--- config.mk ---
export PLATFORM = sky130hd
export DESIGN_NAME = dds_sweep_ctrl
export DESIGN_NICKNAME = d
export VERILOG_FILES = /design/src/rtl/dds_pkg.sv /design/src/rtl/dds_dwell_timer.sv /design/src/rtl/dds_sweep_ctrl.sv
export SDC_FILE = /design/constraint.sdc
export NUM_CORES = 1
export LEC_CHECK = 0
export BUFFER_PORTS_ARGS = -buffer_cell sky130_fd_sc_hd__buf_4
export CAP_MARGIN = 20
export CELL_PAD_IN_SITES_DETAIL_PLACEMENT = 0
export CELL_PAD_IN_SITES_GLOBAL_PLACEMENT = 2
export CORE_UTILIZATION = 38
export DETAILED_ROUTE_END_ITERATION = 10
export MAX_ROUTING_LAYER = met4
export PLACE_DENSITY_LB_ADDON = 0.1
export SYNTH_ARGS = -nofsm -noshare
export SYNTH_HDL_FRONTEND = slang
export SYNTH_SLANG_ARGS = --single-unit
--- constraint.sdc ---
create_clock -name clk -period 10.1 [get_ports clk]
set_input_delay 1.01 -clock clk [delete_from_list [all_inputs] [get_ports clk]]
set_output_delay 1.01 -clock clk [all_outputs]
set_load 0.005 [all_outputs]
--- src/rtl/dds_pkg.sv ---
// ---------------------------------------------------------------
// dds_pkg: shared widths, sweep-mode encoding and FSM states. rev 1.0
// ---------------------------------------------------------------
`default_nettype none

package dds_pkg;

  localparam int FREQ_W  = 27;
  localparam int DWELL_W = 16;

  localparam logic [1:0] MODE_SINGLE = 2'b00;
  localparam logic [1:0] MODE_SAW    = 2'b01;
  localparam logic [1:0] MODE_TRI    = 2'b10;

  typedef enum logic [1:0] {
    ST_IDLE       = 2'd0,
    ST_DWELL_UP   = 2'd1,
    ST_DWELL_DOWN = 2'd2,
    ST_FINISH     = 2'd3
  } state_t;

endpackage

`default_nettype wire

--- src/rtl/dds_dwell_timer.sv ---
// ---------------------------------------------------------------
// dds_dwell_timer: loadable down-counter that parks at zero. rev 1.0
// ---------------------------------------------------------------
`default_nettype none

module dds_dwell_timer #(
  parameter int DWELL_W = dds_pkg::DWELL_W
) (
  input  logic               clk,
  input  logic               rst_n,
  input  logic               load,
  input  logic [DWELL_W-1:0] load_val,
  output logic               zero
);

  logic [DWELL_W-1:0] count;

  always_ff @(posedge clk) begin
    if (!rst_n) begin
      count <= '0;
    end else if (load) begin
      count <= load_val;
    end else if (count != '0) begin
      count <= count - DWELL_W'(1);
    end
  end

  assign zero = (count == '0);

endmodule

`default_nettype wire

--- src/rtl/dds_sweep_ctrl.sv ---
// ---------------------------------------------------------------
// dds_sweep_ctrl: steps a DDS tuning word through a dwell-timed sweep. rev 1.0
// ---------------------------------------------------------------
`default_nettype none

module dds_sweep_ctrl #(
  parameter int FREQ_W  = dds_pkg::FREQ_W,
  parameter int DWELL_W = dds_pkg::DWELL_W
) (
  input  logic               clk,
  input  logic               rst_n,
  input  logic               start,
  input  logic               abort,
  input  logic [FREQ_W-1:0]  cfg_start_freq,
  input  logic [FREQ_W-1:0]  cfg_stop_freq,
  input  logic [FREQ_W-1:0]  cfg_step,
  input  logic [DWELL_W-1:0] cfg_dwell,
  input  logic [1:0]         cfg_mode,
  output logic [FREQ_W-1:0]  freq_word,
  output logic               busy,
  output logic               step_tick,
  output logic               done
);

  import dds_pkg::*;

  state_t             state;
  logic [FREQ_W-1:0]  start_r;
  logic [FREQ_W-1:0]  stop_r;
  logic [FREQ_W-1:0]  step_r;
  logic [DWELL_W-1:0] dwell_r;
  logic [1:0]         mode_r;

  logic               dwell_zero;
  logic [FREQ_W:0]    up_sum;
  logic [FREQ_W:0]    down_diff;
  logic [FREQ_W-1:0]  up_next;
  logic [FREQ_W-1:0]  down_next;
  logic               at_stop;
  logic               at_start;
  logic               repeat_mode;
  logic               sweeping;
  logic               latch;
  logic               reload;
  logic               tmr_load;
  logic [DWELL_W-1:0] tmr_val;

  // One extra bit on the sum/difference catches carry and borrow at the range ends.
  assign up_sum    = {1'b0, freq_word} + {1'b0, step_r};
  assign down_diff = {1'b0, freq_word} - {1'b0, step_r};
  assign up_next   = (step_r == '0 || up_sum >= {1'b0, stop_r}) ? stop_r : up_sum[FREQ_W-1:0];
  assign down_next = (step_r == '0 || down_diff[FREQ_W] || down_diff[FREQ_W-1:0] <= start_r)
                     ? start_r : down_diff[FREQ_W-1:0];

  assign at_stop     = (freq_word == stop_r);
  assign at_start    = (freq_word == start_r);
  assign repeat_mode = (mode_r == MODE_SAW) || (mode_r == MODE_TRI);
  assign sweeping    = (state == ST_DWELL_UP || state == ST_DWELL_DOWN) && !abort;
  assign latch       = (state == ST_IDLE) && start && !abort;
  assign reload      = sweeping && dwell_zero &&
                       !(state == ST_DWELL_UP && at_stop && !repeat_mode);
  assign tmr_load    = latch || reload;
  assign tmr_val     = latch ? cfg_dwell : dwell_r;

  dds_dwell_timer #(.DWELL_W(DWELL_W)) u_dwell (
    .clk      (clk),
    .rst_n    (rst_n),
    .load     (tmr_load),
    .load_val (tmr_val),
    .zero     (dwell_zero)
  );

  always_ff @(posedge clk) begin
    if (!rst_n) begin
      state     <= ST_IDLE;
      freq_word <= '0;
      busy      <= 1'b0;
      step_tick <= 1'b0;
      done      <= 1'b0;
      start_r   <= '0;
      stop_r    <= '0;
      step_r    <= '0;
      dwell_r   <= '0;
      mode_r    <= MODE_SINGLE;
    end else begin
      step_tick <= 1'b0;
      done      <= 1'b0;
      if (state != ST_IDLE && abort) begin
        state <= ST_IDLE;
        busy  <= 1'b0;
      end else begin
        case (state)
          ST_IDLE: begin
            if (latch) begin
              start_r   <= cfg_start_freq;
              stop_r    <= (cfg_stop_freq < cfg_start_freq) ? cfg_start_freq : cfg_stop_freq;
              step_r    <= cfg_step;
              dwell_r   <= cfg_dwell;
              mode_r    <= cfg_mode;
              freq_word <= cfg_start_freq;
              step_tick <= 1'b1;
              busy      <= 1'b1;
              state     <= ST_DWELL_UP;
            end
          end
          ST_DWELL_UP: begin
            if (dwell_zero) begin
              if (!at_stop) begin
                freq_word <= up_next;
                step_tick <= 1'b1;
              end else if (mode_r == MODE_SAW) begin
                freq_word <= start_r;
                step_tick <= 1'b1;
              end else if (mode_r == MODE_TRI) begin
                freq_word <= down_next;
                step_tick <= 1'b1;
                state     <= ST_DWELL_DOWN;
              end else begin
                done  <= 1'b1;
                state <= ST_FINISH;
              end
            end
          end
          ST_DWELL_DOWN: begin
            if (dwell_zero) begin
              step_tick <= 1'b1;
              if (at_start) begin
                freq_word <= up_next;
                state     <= ST_DWELL_UP;
              end else begin
                freq_word <= down_next;
              end
            end
          end
          ST_FINISH: begin
            busy  <= 1'b0;
            state <= ST_IDLE;
          end
          default: begin
            busy  <= 1'b0;
            state <= ST_IDLE;
          end
        endcase
      end
    end
  end

endmodule

`default_nettype wire

==> results by group <==
Run status
  • Run status: complete, no violations

Global route
  • Remaining global-route overflow: 0
  • First-pass GRT wire length: 69990 um
  • Most used routing layer: met2
  • Met1 Track Usage GR: 0.4051
  • Total track usage: 0.2833
  • Met3 usage: 0.04596
  • M2 GR Usage: 0.4121
  • Pin count of the biggest net entering global routing: 79
  • Initial antenna violation count: 0
  • Vias in the first global route: 11.46k

Clock tree
  • Setup Buffers After CTS: 0
  • CTS resizes: 0
  • H-tree levels: 4
  • Worst skew pair latency: 0.45 ns
  • CTS tree: yes
  • Hold buffers post-CTS: 0
  • Clock Path Buffers: 2
  • Root Buffer: clkbuf_16
  • Reg clk slew, reported paths: 0.07 ns
  • TritonCTS buffer count: 17
  • CTS Sinks: 147

Timing
  • Minimum clock period: 6.767 ns
  • Fin. Hold Viols: 0
  • Clk_skew: 0.01545 ns
  • Max_slew headroom: 0.3169
  • Final period util: 0.6700
  • Worst slew pin tran: 1.015 ns
  • Setup TNS: 0 ns
  • Achievable Freq: 0.1478 GHz
  • Unrepaired setup endpoints after global routing: no
  • Setup-failing EPs final: 0
  • Max-slew violation count: 0

Synth
  • Post-synth ARST share: 0
  • Cells after Synth: 1634
  • Syn Area/Cell: 7.664 um^2
  • Seq cells post-synth: 147
  • Main synth FF type: dfxtp_1
  • Register area share after synthesis: 0.2350
  • Post-synth EDFFs: 0
  • Distinct cells, synth: 78
  • Net count after synthesis: 1880
  • Mapped Area: 12520 um^2
  • Yosys warns: 0

Placed design
  • Placed cells: 2133
  • IO Port Bufs: 132
  • GP Congestion: 0.9375
  • Post-DP HPWL: 35170 um

Power
  • Sw Ratio: 0.4770
  • PD cells: 259.2 nW/um^2
  • Switch Pwr: 1.787 mW
  • Register share of total power: 0.221
  • Power share of the clock group: 0.186
  • Static Leak: 6.355 nW
  • Comb pwr share: 0.593
  • Design Power: 3.745 mW
  • Peak VDD IR: 0.0002191 V
  • Internal: 1.959 mW

Worst setup path
  • Critical Path Fanout Max: 16
  • Critical path, cell by cell: ha_1 > inv_1 > o31ai_1 > or2_2 > a2111oi_2 > o21ai_0 > a31oi_1 > xnor2_1 > ha_1 > nand4_1 > nor4_1 > o21ai_0 > a31oi_1 > o21ai_0 > nor3b_4 > buf_4 > a21boi_0 > o221ai_1 > o211ai_1
  • WP data arrival: 7.14 ns
  • Critical Path RT: 10.47 ns
  • CP Class: flip-flop to flip-flop
  • WP buf/inv: 2
  • Critical path launch point type: flip-flop
  • Critical Path Sink Type: flip-flop
  • CP peak stage delay: 0.75 ns
  • CP dominant cell by count: o21ai_0
  • Top Family by Delay on Critical Path: compound AO/OA/AOI/OAI gates
  • Slowest-stage cell, CP: nor3b_4

Cells and area
  • Fillers: 3438
  • Fin nets: 1958
  • Commonest cells after routing, fill and taps aside: nand2_1, a21oi_1, dfxtp_1
  • Cell Count, Final, Fillers Out: 2167
  • Area growth, synth to finish: 15.37%
  • Antenna cells: 0
  • Most common cell after layout, fill and taps aside: nand2_1
  • Share of cells above drive strength 1: 0.1212

Detailed routing
  • DR vias/cell: 5.573
  • Antenna-violating nets left: 0
  • DRC: 0
  • Vias: 12.08k
  • Drt wl/cell: 21.09 um
  • Drt first-iter violations: 954
  • Post-Route WL: 45710 um
  • Iteration count of the initial detailed-routing pass: 5

Floorplanning
  • Full die area: 33690 um^2
  • Die Ht: 183.5 um
  • I/O Pins: 133
  • CORE AREA: 32450 um^2
  • Starting Density: 0.3859
  • Die Wd: 183.5 um
  • Placement Rows: 66

Hold path
  • Hold Path Class: flip-flop to flip-flop

Run
  • Max-Cap Viols: 0
[power groups by stage]
stage / logic [mW] / clock network (mW) / registers (mW)
5_1_grt: 2.46 / 0.734 / 0.838
2_1_floorplan: 1.58 / 0 / 0.774
4_1_cts: 2.21 / 0.709 / 0.821
3_5_place_dp: 2.19 / 0 / 0.834
6_report: 2.22 / 0.697 / 0.826
3_3_place_gp: 2.21 / 0 / 0.832
[synth_stat cells, drive strengths merged (15+ instances only)]
cell type,instances,area share
nand2,202,0.061
a21oi,166,0.067
dfxtp,147,0.23
inv,146,0.044
ha,141,0.14
o21ai,93,0.037
nor2,90,0.027
xnor2,70,0.049
clkbuf,54,0.016
mux2i,52,0.042
xor2,38,0.027
nand3,35,0.014
buf,31,0.014
nor4,30,0.015
nor3,28,0.011
o211ai,27,0.017
a221oi,22,0.015
nand4,22,0.011
a211oi,19,0.012
and3,17,0.0085
mux2,16,0.014
nand2b,16,0.0080
a21o,15,0.0090
[worst min-delay path, stage by stage, from the launching register on]
cell	delay, ns
dfxtp_1	0.31
nand2_1	0.05
a21oi_1	0.05
[sequential cells by signal, summed over array words and instances (netlist names), 2 cells and up]
register / count
stop_r: 27
dwell_r: 16
freq_word: 27
u_dwell.count: 16
mode_r: 2
state: 2
start_r: 27
step_r: 27
[through the flow]
step	setup slack [ns]	hold slack, ns	util	cell area [um^2]
3_3_place_gp	3.316	0.4443	0.4249	13790
6_report	3.333	0.4649	0.4452	14450
5_1_grt	3.059	0.4842	0.4452	14450
2_1_floorplan	5.425	0.4366	-	12520
3_5_place_dp	3.409	0.4611	0.4249	13790
4_1_cts	3.346	0.4702	0.4439	14410
[final timing paths]
path            startpoint            end  slack, ns  cells past startpoint
max          freq_word[21]  freq_word[24]       3.33                     19
min            dwell_r[14]    dwell_r[14]       0.46                      2
max reg2reg  freq_word[21]  freq_word[24]       3.33                     19
min reg2reg    dwell_r[14]    dwell_r[14]       0.46                      2
[routing by layer]
metal  wire (um)  up-vias  part of all wire
met3        2803       36             0.061
li1            -     5971                 -
met4         747        0             0.016
met1       22620     5719              0.49
met5           0        -                 0
met2       19530      350              0.43
[layout make-up]
| cell class | instances | area (um^2) | area share |
|---|---|---|---|
| Multi-Input combinational cell | 1255 | 8677 | 0.6006 |
| Sequential cell | 147 | 2943 | 0.2037 |
| Timing Repair Buffer | 144 | 1109 | 0.07673 |
| Tap cell | 442 | 553.0 | 0.03828 |
| Inverter | 147 | 551.8 | 0.03819 |
| Clock buffer | 20 | 446.7 | 0.03092 |
| Clock inverter | 12 | 167.7 | 0.01160 |
[logic make-up (layout without fill, tap and decap cells)]
logic type,Yosys count,count (layout),share of synthesized area
simple gates,477,477,0.1772
compound gates,459,459,0.2384
buf+inv,232,323,0.07383
flops,147,147,0.2350
fa+ha+maj,143,143,0.1441
xor+xnor,108,108,0.07553
mux,68,68,0.05595
Power figures use the tool's default switching activity.
